[config.mk]
export PLATFORM = sky130hd
export DESIGN_NAME = reg_dump_reader
export DESIGN_NICKNAME = d
export VERILOG_FILES = /design/src/rtl/reg_dump_reader_pkg.sv /design/src/rtl/reg_dump_reader.sv
export SDC_FILE = /design/constraint.sdc
export NUM_CORES = 1
export LEC_CHECK = 0
export CORE_MARGIN = 2
export CORE_UTILIZATION = 40
export CTS_CLUSTER_DIAMETER = 50
export CTS_CLUSTER_SIZE = 28
export DETAILED_ROUTE_END_ITERATION = 16
export HOLD_SLACK_MARGIN = 0.02
export PLACE_DENSITY = 0.85
export RECOVER_POWER = 100
export SLEW_MARGIN = 20
export SYNTH_ARGS = -nofsm -noshare
export SYNTH_HDL_FRONTEND = slang
export SYNTH_SLANG_ARGS = --single-unit
[constraint.sdc]
create_clock -name clk -period 1.6 [get_ports clk]
set_input_delay 0.32 -clock clk [delete_from_list [all_inputs] [get_ports clk]]
set_output_delay 0.32 -clock clk [all_outputs]
set_load 0.01 [all_outputs]
[src/rtl/reg_dump_reader_pkg.sv]
// Shared constants and FSM encoding for the register-file dump reader.
// The register file uses the same width constants.
package reg_dump_reader_pkg;

  localparam int unsigned ADDR_W   = 5;
  localparam int unsigned DATA_W   = 32;
  localparam int unsigned NUM_REGS = 32;

  typedef enum logic [1:0] {
    StIdle = 2'd0,
    StRead = 2'd1,
    StSend = 2'd2,
    StDone = 2'd3
  } state_e;

endpackage

[src/rtl/reg_dump_reader.sv]
// Walks a wrapping, inclusive range of the register file through one read port
// and streams each captured word out over a valid/ready interface.
module reg_dump_reader
  import reg_dump_reader_pkg::state_e;
  import reg_dump_reader_pkg::StIdle;
  import reg_dump_reader_pkg::StRead;
  import reg_dump_reader_pkg::StSend;
  import reg_dump_reader_pkg::StDone;
#(
  parameter int unsigned ADDR_W = reg_dump_reader_pkg::ADDR_W,
  parameter int unsigned DATA_W = reg_dump_reader_pkg::DATA_W
) (
  input  logic              clk,
  input  logic              rst,
  input  logic              start,
  input  logic [ADDR_W-1:0] first_addr,
  input  logic [ADDR_W-1:0] last_addr,
  output logic [ADDR_W-1:0] rf_addr,
  input  logic [DATA_W-1:0] rf_data,
  output logic              out_valid,
  input  logic              out_ready,
  output logic [ADDR_W-1:0] out_addr,
  output logic [DATA_W-1:0] out_data,
  output logic              busy,
  output logic              done
);

  localparam logic [ADDR_W-1:0] AddrOne = {{(ADDR_W-1){1'b0}}, 1'b1};

  state_e            state_q, state_d;
  logic [ADDR_W-1:0] cur_q, cur_d;
  logic [ADDR_W-1:0] end_q, end_d;
  logic [ADDR_W-1:0] out_addr_q, out_addr_d;
  logic [DATA_W-1:0] out_data_q, out_data_d;

  // Next-state: FSM plus the wrapping address counter.
  always_comb begin
    state_d    = state_q;
    cur_d      = cur_q;
    end_d      = end_q;
    out_addr_d = out_addr_q;
    out_data_d = out_data_q;

    unique case (state_q)
      StIdle: begin
        if (start) begin
          cur_d   = first_addr;
          end_d   = last_addr;
          state_d = StRead;
        end
      end
      StRead: begin
        // Snapshot: a write landing on this same edge is not observed.
        out_data_d = rf_data;
        out_addr_d = cur_q;
        state_d    = StSend;
      end
      StSend: begin
        if (out_ready) begin
          if (cur_q == end_q) begin
            state_d = StDone;
          end else begin
            cur_d   = cur_q + AddrOne;
            state_d = StRead;
          end
        end
      end
      StDone: begin
        state_d = StIdle;
      end
      default: begin
        state_d = StIdle;
      end
    endcase
  end

  always_ff @(posedge clk or negedge rst) begin
    if (!rst) begin
      state_q    <= StIdle;
      cur_q      <= '0;
      end_q      <= '0;
      out_addr_q <= '0;
      out_data_q <= '0;
    end else begin
      state_q    <= state_d;
      cur_q      <= cur_d;
      end_q      <= end_d;
      out_addr_q <= out_addr_d;
      out_data_q <= out_data_d;
    end
  end

  // Output decode.
  always_comb begin
    rf_addr   = '0;
    out_valid = 1'b0;
    busy      = 1'b1;
    done      = 1'b0;
    unique case (state_q)
      StIdle: busy = 1'b0;
      StRead: rf_addr = cur_q;
      StSend: out_valid = 1'b1;
      StDone: done = 1'b1;
      default: busy = 1'b0;
    endcase
  end

  assign out_addr = out_addr_q;
  assign out_data = out_data_q;

  // Word on the output must not change while the consumer stalls.
  property p_hold_while_stalled;
    @(posedge clk) disable iff (!rst)
      (out_valid && !out_ready) |=> (out_valid && $stable(out_addr) && $stable(out_data));
  endproperty
  a_hold_while_stalled: assert property (p_hold_while_stalled);

  property p_done_single;
    @(posedge clk) disable iff (!rst) done |=> !done && !busy;
  endproperty
  a_done_single: assert property (p_done_single);

endmodule

After elaboration in Yosys (flattened, before gate mapping)
Cells that the tools add are included.
- register bits after elaboration: 49
- output and inout port bits: 45
- logic and storage cells: 30
- add/sub/neg operators: 1
- equality and inequality tests: 7
- multiplexer cells: 12
- reductions and logical operators: 5
- operators by type and width (operator ; number):
    5-bit two-way mux ; 4
    5-bit one-hot mux with 2 select lines ; 1
    2-bit one-hot mux with 4 select lines ; 1
    2-bit two-way mux ; 3
    2-bit inequality test, second input constant ; 3
    5-bit by 1-bit adder with 5-bit output, second input constant ; 1
    5-bit == test ; 1
    2-bit == test, second input constant ; 2
    2-bit AND reduction ; 2
    4-bit AND reduction ; 1
    1-bit two-way mux ; 3
    2-bit by 1-bit == test with 1-bit output, second input constant ; 1
    2-bit zero test ; 1
    2-bit nonzero test ; 1

Longest topological paths before layout
Gate-level depths: netlist of run 1.
- depth in word-level cells: 4
- gate-level depth with buffers: 5
- depth with buffers taken out: 5

Worst setup path before layout of run 1
Ideal clock, no wire load.
- path type: flip-flop to flip-flop
- start point: register state_q[0]
- end point: register cur_q[1]
- setup time: 125 ps
- arrival: 1286 ps
- data required time: 1475 ps
- path slack: 189 ps
- cell stages (with the launch flop): 5
- buffers on the path: 0
- cells stage by stage: dfrtp_1 -> and2b_2 -> nand3_2 -> o21a_2 -> mux2_4
- cells in the longest elaborated chain, start to end: 3
- ends and longest elaborated chain (element ; line ; source):
    start: declaration ; reg_dump_reader.sv:30 ; state_e state_q, state_d;
    start signal: assignment ; reg_dump_reader.sv:79 ; state_q <= StIdle;
    start signal: assignment ; reg_dump_reader.sv:85 ; state_q <= state_d;
    2-bit == test or 2-bit zero test (tied branches) ; reg_dump_reader.sv:44 ; unique case (state_q)
    2-bit inequality test (no source line) or 2-bit nonzero test (tied branches) ; -- ;
    4-bit AND reduction (no source line) ; -- ;
    end signal: assignment ; reg_dump_reader.sv:86 ; cur_q <= cur_d;
    end: declaration ; reg_dump_reader.sv:31 ; logic [ADDR_W-1:0] cur_q, cur_d;
Several ways; a longest one is shown, not always the timed one.
A chain may end at the register's enable or synchronous reset.

Worst setup path after layout of run 1
Same ends and word-level chain as after synthesis.

==> key figures, run 1 <==
Critical path
  – Crit. Startpoint: state_q[0]$_DFFE_PN0P_
  – WS Path Type: reg -> reg
  – Worst Setup Start Kind: flip-flop
  – CP endpoint kind: flip-flop
  – CP max FO: 4
  – Crit path DAT: 1.79 ns
  – Reg-to-Reg Start: state_q[0]$_DFFE_PN0P_
  – Critical Path RT: 1.78 ns

Power and ir drop
  – Power Total: 6.46 mW
  – Max IR drop VDD: 0.905 mV
  – Switching Fraction: 36.8%
  – Lkg Pwr: 1.60 nW
  – Clock power frac: 11.1%
  – Sequential Power Share: 34.9%
  – Net Sw Power: 2.38 mW
  – Combinational share of power: 54.0%
  – Pwr Density: 1930 nW/um^2
  – Cell internal pwr: 4.08 mW

Outcome
  – Failing checks: negative setup slack
  – Status: finished, violations left

Worst hold path
  – Hold_sp: out_data[18]$_DFFE_PN0N_
  – Worst min path class: reg -> reg

Floorplanning
  – Die H: 75.9 um
  – # IOs: 91
  – Starting density of the core: 41.0%
  – Core Area: 5040 um^2
  – Site Rows: 26
  – Die X: 75.9 um
  – Die ar.: 5760 um^2

Drt
  – DRT Wirelength: 5280 um
  – Vias: 1,861
  – DRC Markers: 0
  – Wire length per cell: 13.3 um
  – Router iterations before antenna repair: 4
  – Drt initial violations: 72
  – Final ANT Viol Nets: 0
  – Avg Vias per Cell: 4.68

Clocking
  – CTS tree: done
  – H-tree Lvls: 2
  – Clk_lat worst skew: 0.30 ns
  – Clock Pin Slew Worst Setup and Hold Paths: 0.09 ns
  – Num CTS Buffers: 5
  – Clk sinks: 49
  – CTS Root Buffer Type: clkbuf_8
  – Max clock buf depth: 2

Global route
  – GRT Util Overall: 18.9%
  – Largest net degree at the start of global routing: 50
  – First-pass GRT wire length: 8090 um
  – Vias in the first global route: 1,802
  – Gr ovfl total: 0
  – Initial antenna violation count: 0

Synthesis
  – Mapped Nets: 264
  – Syn Std Cell Area: 2070 um^2
  – YS warnings: 0
  – Post-synthesis cell count: 217
  – Synth Area per Inst: 9.52 um^2
  – Post-synth EDFFs: 0
  – Seq cells post-synth: 49
  – Register area share after synthesis: 59.4%
  – Main synth FF type: dfrtp_1
  – Ys async rst share: 100%
  – Post-synth cell types: 29

STA
  – Relative slew slack: 55.6%
  – WHS: 0.476 ns
  – Final cycle utilization of the critical path: 101%
  – Setup violations, final: 2
  – Count of final max-slew check failures: 0
  – RSZ-0062 raised after global routing: yes
  – Fin. Hold Viols: 0
  – Setup TNS Final: -0.0139 ns
  – Slew @ Worst Pin: 0.666 ns
  – Shortest period the worst path allows: 1.61 ns
  – Max Fclk: 622 MHz
  – Setup ws final: -0.00853 ns
  – Clock skew: 0.00714 ns

Placed design
  – Buffers on Ports: 90
  – Placed Cells: 384
  – Placement-stage cell area: 3150 um^2
  – GP Congestion: 0.899
  – Dpl ws: -0.0546 ns
  – Hpwl dp: 3950 um

Final layout
  – Final Util: 66.5%
  – Commonest non-fill, non-tap cell in the layout: nand2_1
  – Most frequent cells in the layout: 102 x nand2_1, 81 x clkdlybuf4s50_1, 48 x dfrtp_1
  – Fin area: 3350 um^2
  – Antenna Cells: 0
  – Synth-to-layout area growth: 62.3%
  – Nets: 374
  – Non-filler cells, final: 398
  – Share of post-route cells with drive strength above 1: 19.2%

Job
  – Max_cap viols: 0
## flip-flops by register name (all words and copies together) (netlist names)
name / count
cur_q: 5
end_q: 5
out_addr: 5
out_data: 32
state_q: 2
## final timing paths
check                                            to  slack, ns  cells past startpoint
hold reg to reg            out_data[18]$_DFFE_PN0N_       0.48                      2
max in group asynchronous    state_q[1]$_DFFE_PN0P_       0.42                      3
min in group asynchronous   out_data[2]$_DFFE_PN0N_       0.70                      3
hold / removal             out_data[18]$_DFFE_PN0N_       0.48                      2
setup / recovery               cur_q[1]$_DFFE_PN0P_     -0.009                      6
setup reg to reg               cur_q[1]$_DFFE_PN0P_     -0.009                      6
## area by class of cell
class	count	area [um^2]
repair buffers	112	1060
well taps	70	87.6
flip-flops and latches	49	1230
multi-input cells	154	865
inverters	5	18.8
fillers	406	1690
clock buffers	5	68.8
clock inverters	3	22.5
## cells by family (layout without fill, tap and decap cells)
kind of cell	Yosys count	in the layout	share of synthesized area, %
AND/OR/NAND/NOR	121	121	23.8
AO/OA/AOI/OAI	19	19	6.84
adder cells (fa/ha/maj)	1	1	0.606
flip-flops	49	49	59.4
multiplexers	8	8	4.48
XOR/XNOR	5	5	2.12
buffers and inverters	14	125	2.79
## routing by layer
layer	global-route usage [%]	share of wire, %
met1	21.9	40
met2	35.0	53
met3	4.37	5.3
met4	4.68	1.1
met5	0	0
## power by group through the flow
| stage | clock, mW | combinational, mW | sequential (mW) |
|---|---|---|---|
| 2_1_floorplan | 0 | 1.32 | 2.44 |
| 3_3_place_gp | 0 | 3.18 | 2.23 |
| 3_5_place_dp | 0 | 3.26 | 2.26 |
| 4_1_cts | 0.749 | 3.47 | 2.24 |
| 5_1_grt | 0.800 | 3.85 | 2.33 |
| 6_report | 0.716 | 3.49 | 2.25 |
## worst max-delay path, stage by stage, from the launching register on
cell     delay, ns
dfrtp_1       0.42
buf_6         0.13
and2b_2       0.26
buf_6         0.12
nand3_4       0.06
o21a_4        0.22
mux2_4        0.29
## cells in the mapped netlist (3+ instances only)
master	n	share of area (%)
dfrtp_1	49	59
a22oi_1	3	1.1
nand2_1	102	19
clkbuf_1	5	0.91
o211ai_1	3	1.1
buf_2	4	0.97
nor2_1	5	0.91
and2_1	3	0.91
inv_1	5	0.91
mux2_2	6	3.3
xnor2_1	5	2.1
nand3_1	3	0.73
a21o_1	5	1.8
## repair_timing
action                                  in CTS  in global routing
pin swaps                                    1                  1
hold buffers                                 1                  0
endpoints found under the hold margin       49                  0
endpoints found under the setup margin      12                 14
buffers inserted                             6                  0
resized for setup                           40                 14
(Power assumes the default switching activity.)
==> inputs of run 2 (changes only) <==
SKIP_CTS_REPAIR_TIMING = 1   (was default)
==> key figures, run 2 (synthesized netlist as in run 1, its figures left out) <==
Power and ir drop
  – Lkg Pwr: 1.64 nW (+2.0%)
  – Pwr Density: 1930 nW/um^2 (about the same)
  – Power Total: 6.46 mW (about the same)
  – Max IR drop VDD: 1.01 mV (+11%)

Final layout
  – Fillers: 408 (+0.49%)
  – Most frequent cells in the layout: 102 x nand2_1, 81 x clkdlybuf4s50_1, 48 x dfrtp_1
  – Antenna Cells: 0 (unchanged)
  – Max FFs per register: 32 (unchanged)
  – Commonest non-fill, non-tap cell in the layout: nand2_1
  – Synth-to-layout area growth: 62.4% (about the same)
  – Nets: 376 (+0.53%)
  – Share of post-route cells with drive strength above 1: 19.7% (+0.49 points)
  – Fin area: 3350 um^2 (about the same)

Placed design
  – Hpwl dp: 3950 um (unchanged)
  – Placement-stage cell area: 3150 um^2 (unchanged)
  – GP Congestion: 0.899 (unchanged)
  – Buffers on Ports: 90 (unchanged)

STA
  – Count of final max-slew check failures: 0 (unchanged)
  – Clock skew: 0.00504 ns (-0.00210 ns)
  – Max Fclk: 584 MHz (-6.1%)
  – Setup ws final: -0.113 ns (-0.105 ns)
  – Slew @ Worst Pin: 0.656 ns (-0.00959 ns)
  – Fin. Hold Viols: 0 (unchanged)
  – Final cycle utilization of the critical path: 107% (+6.5 points)
  – Relative slew slack: 56.2% (+0.64 points)
  – WHS: 0.476 ns (-0.000210 ns)
  – Setup violations, final: 11 (+9)
  – RSZ-0062 raised after global routing: yes
  – Shortest period the worst path allows: 1.71 ns (+0.105 ns)

Critical path
  – Worst Setup Start Kind: flip-flop
  – CP max FO: 4 (unchanged)
  – CP endpoint kind: flip-flop
  – Crit path DAT: 1.90 ns (+0.11 ns)
  – R2R Setup Slk: -0.11 ns (-0.10 ns)
  – WS Path Type: reg -> reg
  – Critical Path RT: 1.79 ns (about the same)

Floorplanning
  – # IOs: 91 (unchanged)
  – Die H: 75.9 um (unchanged)
  – Site Rows: 26 (unchanged)
  – Starting density of the core: 41.0% (unchanged)
  – Die X: 75.9 um (unchanged)
  – Die ar.: 5760 um^2 (unchanged)
  – Core Area: 5040 um^2 (unchanged)

Global route
  – Initial antenna violation count: 0 (unchanged)
  – GRT Util Overall: 18.5% (-0.42 points)
  – Gr ovfl total: 0 (unchanged)
  – Vias in the first global route: 1,762 (-2.2%)
  – Largest net degree at the start of global routing: 50 (unchanged)
  – First-pass GRT wire length: 7940 um (-2.0%)

Worst hold path
  – Worst min path class: reg -> reg

Drt
  – DRC Markers: 0 (unchanged)
  – Drt initial violations: 80 (+11%)
  – Met2 WL: 2750 um (-2.3%)
  – Wire length per cell: 13.2 um (-0.35%)
  – Final ANT Viol Nets: 0 (unchanged)
  – Avg Vias per Cell: 4.61 (-1.5%)
  – Router iterations before antenna repair: 4 (unchanged)
  – DR WL met3: 301 um (+7.5%)
  – DRT met1 WL: 2180 um (+2.2%)
  – Highest metal used: met4
  – DRT Wirelength: 5290 um (+0.15%)
  – Vias: 1,843 (-0.97%)

Clocking
  – CTS Root Buffer Type: clkbuf_8
  – Max clock buf depth: 2 (unchanged)
  – Clk_lat worst skew: 0.30 ns (about the same)
  – Clk sinks: 49 (unchanged)
  – Num CTS Buffers: 5 (unchanged)
  – H-tree Lvls: 2 (unchanged)
  – Clock Pin Slew Worst Setup and Hold Paths: 0.09 ns (about the same)
  – CTS tree: done

Outcome
  – Failing checks: negative setup slack
  – Status: finished, violations left

Job
  – Max_cap viols: 0 (unchanged)
## run 2: changes by cell type in the layout (fill, tap and decap cells not counted), sizes merged
cell,previous run,this run
dlymetal6s2s,0,1
clkdlybuf4s15,2,0
clkbuf,7,10
## run 2: path summary, 6_finish.rpt
check,from,end,cells after the start
hold / removal,out_data[18]$_DFFE_PN0N_,out_data[18]$_DFFE_PN0N_,2
min in group asynchronous,rst,out_data[22]$_DFFE_PN0N_,3
hold reg to reg,out_data[18]$_DFFE_PN0N_,out_data[18]$_DFFE_PN0N_,2
setup reg to reg,state_q[0]$_DFFE_PN0P_,cur_q[1]$_DFFE_PN0P_,7
setup / recovery,state_q[0]$_DFFE_PN0P_,cur_q[1]$_DFFE_PN0P_,7
max in group asynchronous,rst,state_q[1]$_DFFE_PN0P_,3
## run 2: power by group
| part | switching (mW) | leakage (nW) | internal [mW] |
|---|---|---|---|
| logic | 1.56 | 0.996 | 1.93 |
| registers | 0.395 | 0.592 | 1.85 |
| clock network | 0.413 | 0.0481 | 0.310 |
## run 2: layout make-up
class | instances | area (um^2) | area share (%)
clock buffers | 5 | 68.8 | 2.05
clock inverters | 3 | 22.5 | 0.671
inverters | 5 | 18.8 | 0.559
multi-input cells | 154 | 856 | 25.5
flip-flops and latches | 49 | 1230 | 36.6
well taps | 70 | 87.6 | 2.61
repair buffers | 114 | 1070 | 32.0
## run 2: per-stage QoR
stage / utilization (%) / TNS [ns] / instances / setup WS [ns]
global route: 66.5 / -1.57 / 400 / -0.174
finish: 66.5 / -0.612 / 400 / -0.113
detailed placement: 62.4 / -0.274 / 384 / -0.0546
floorplan: - / 0 / 217 / 0.189
CTS: 64.2 / -3.06 / 392 / -0.398
global placement: 62.4 / -0.141 / 384 / -0.0236
## run 2: routing by layer
layer / vias up / GRT usage, %
li1: 916 / -
met5: - / 0
met3: 9 / 4.50
met2: 52 / 33.4
met4: 0 / 4.68
met1: 866 / 21.9
## run 2: worst max-delay path, cell delays in order (launching register included)
cell and delay, ns:
dfrtp_1 0.40, buf_6 0.13, buf_6 0.10, and2b_2 0.26
buf_6 0.12, nand3_4 0.06, o21a_4 0.24, mux2_4 0.29
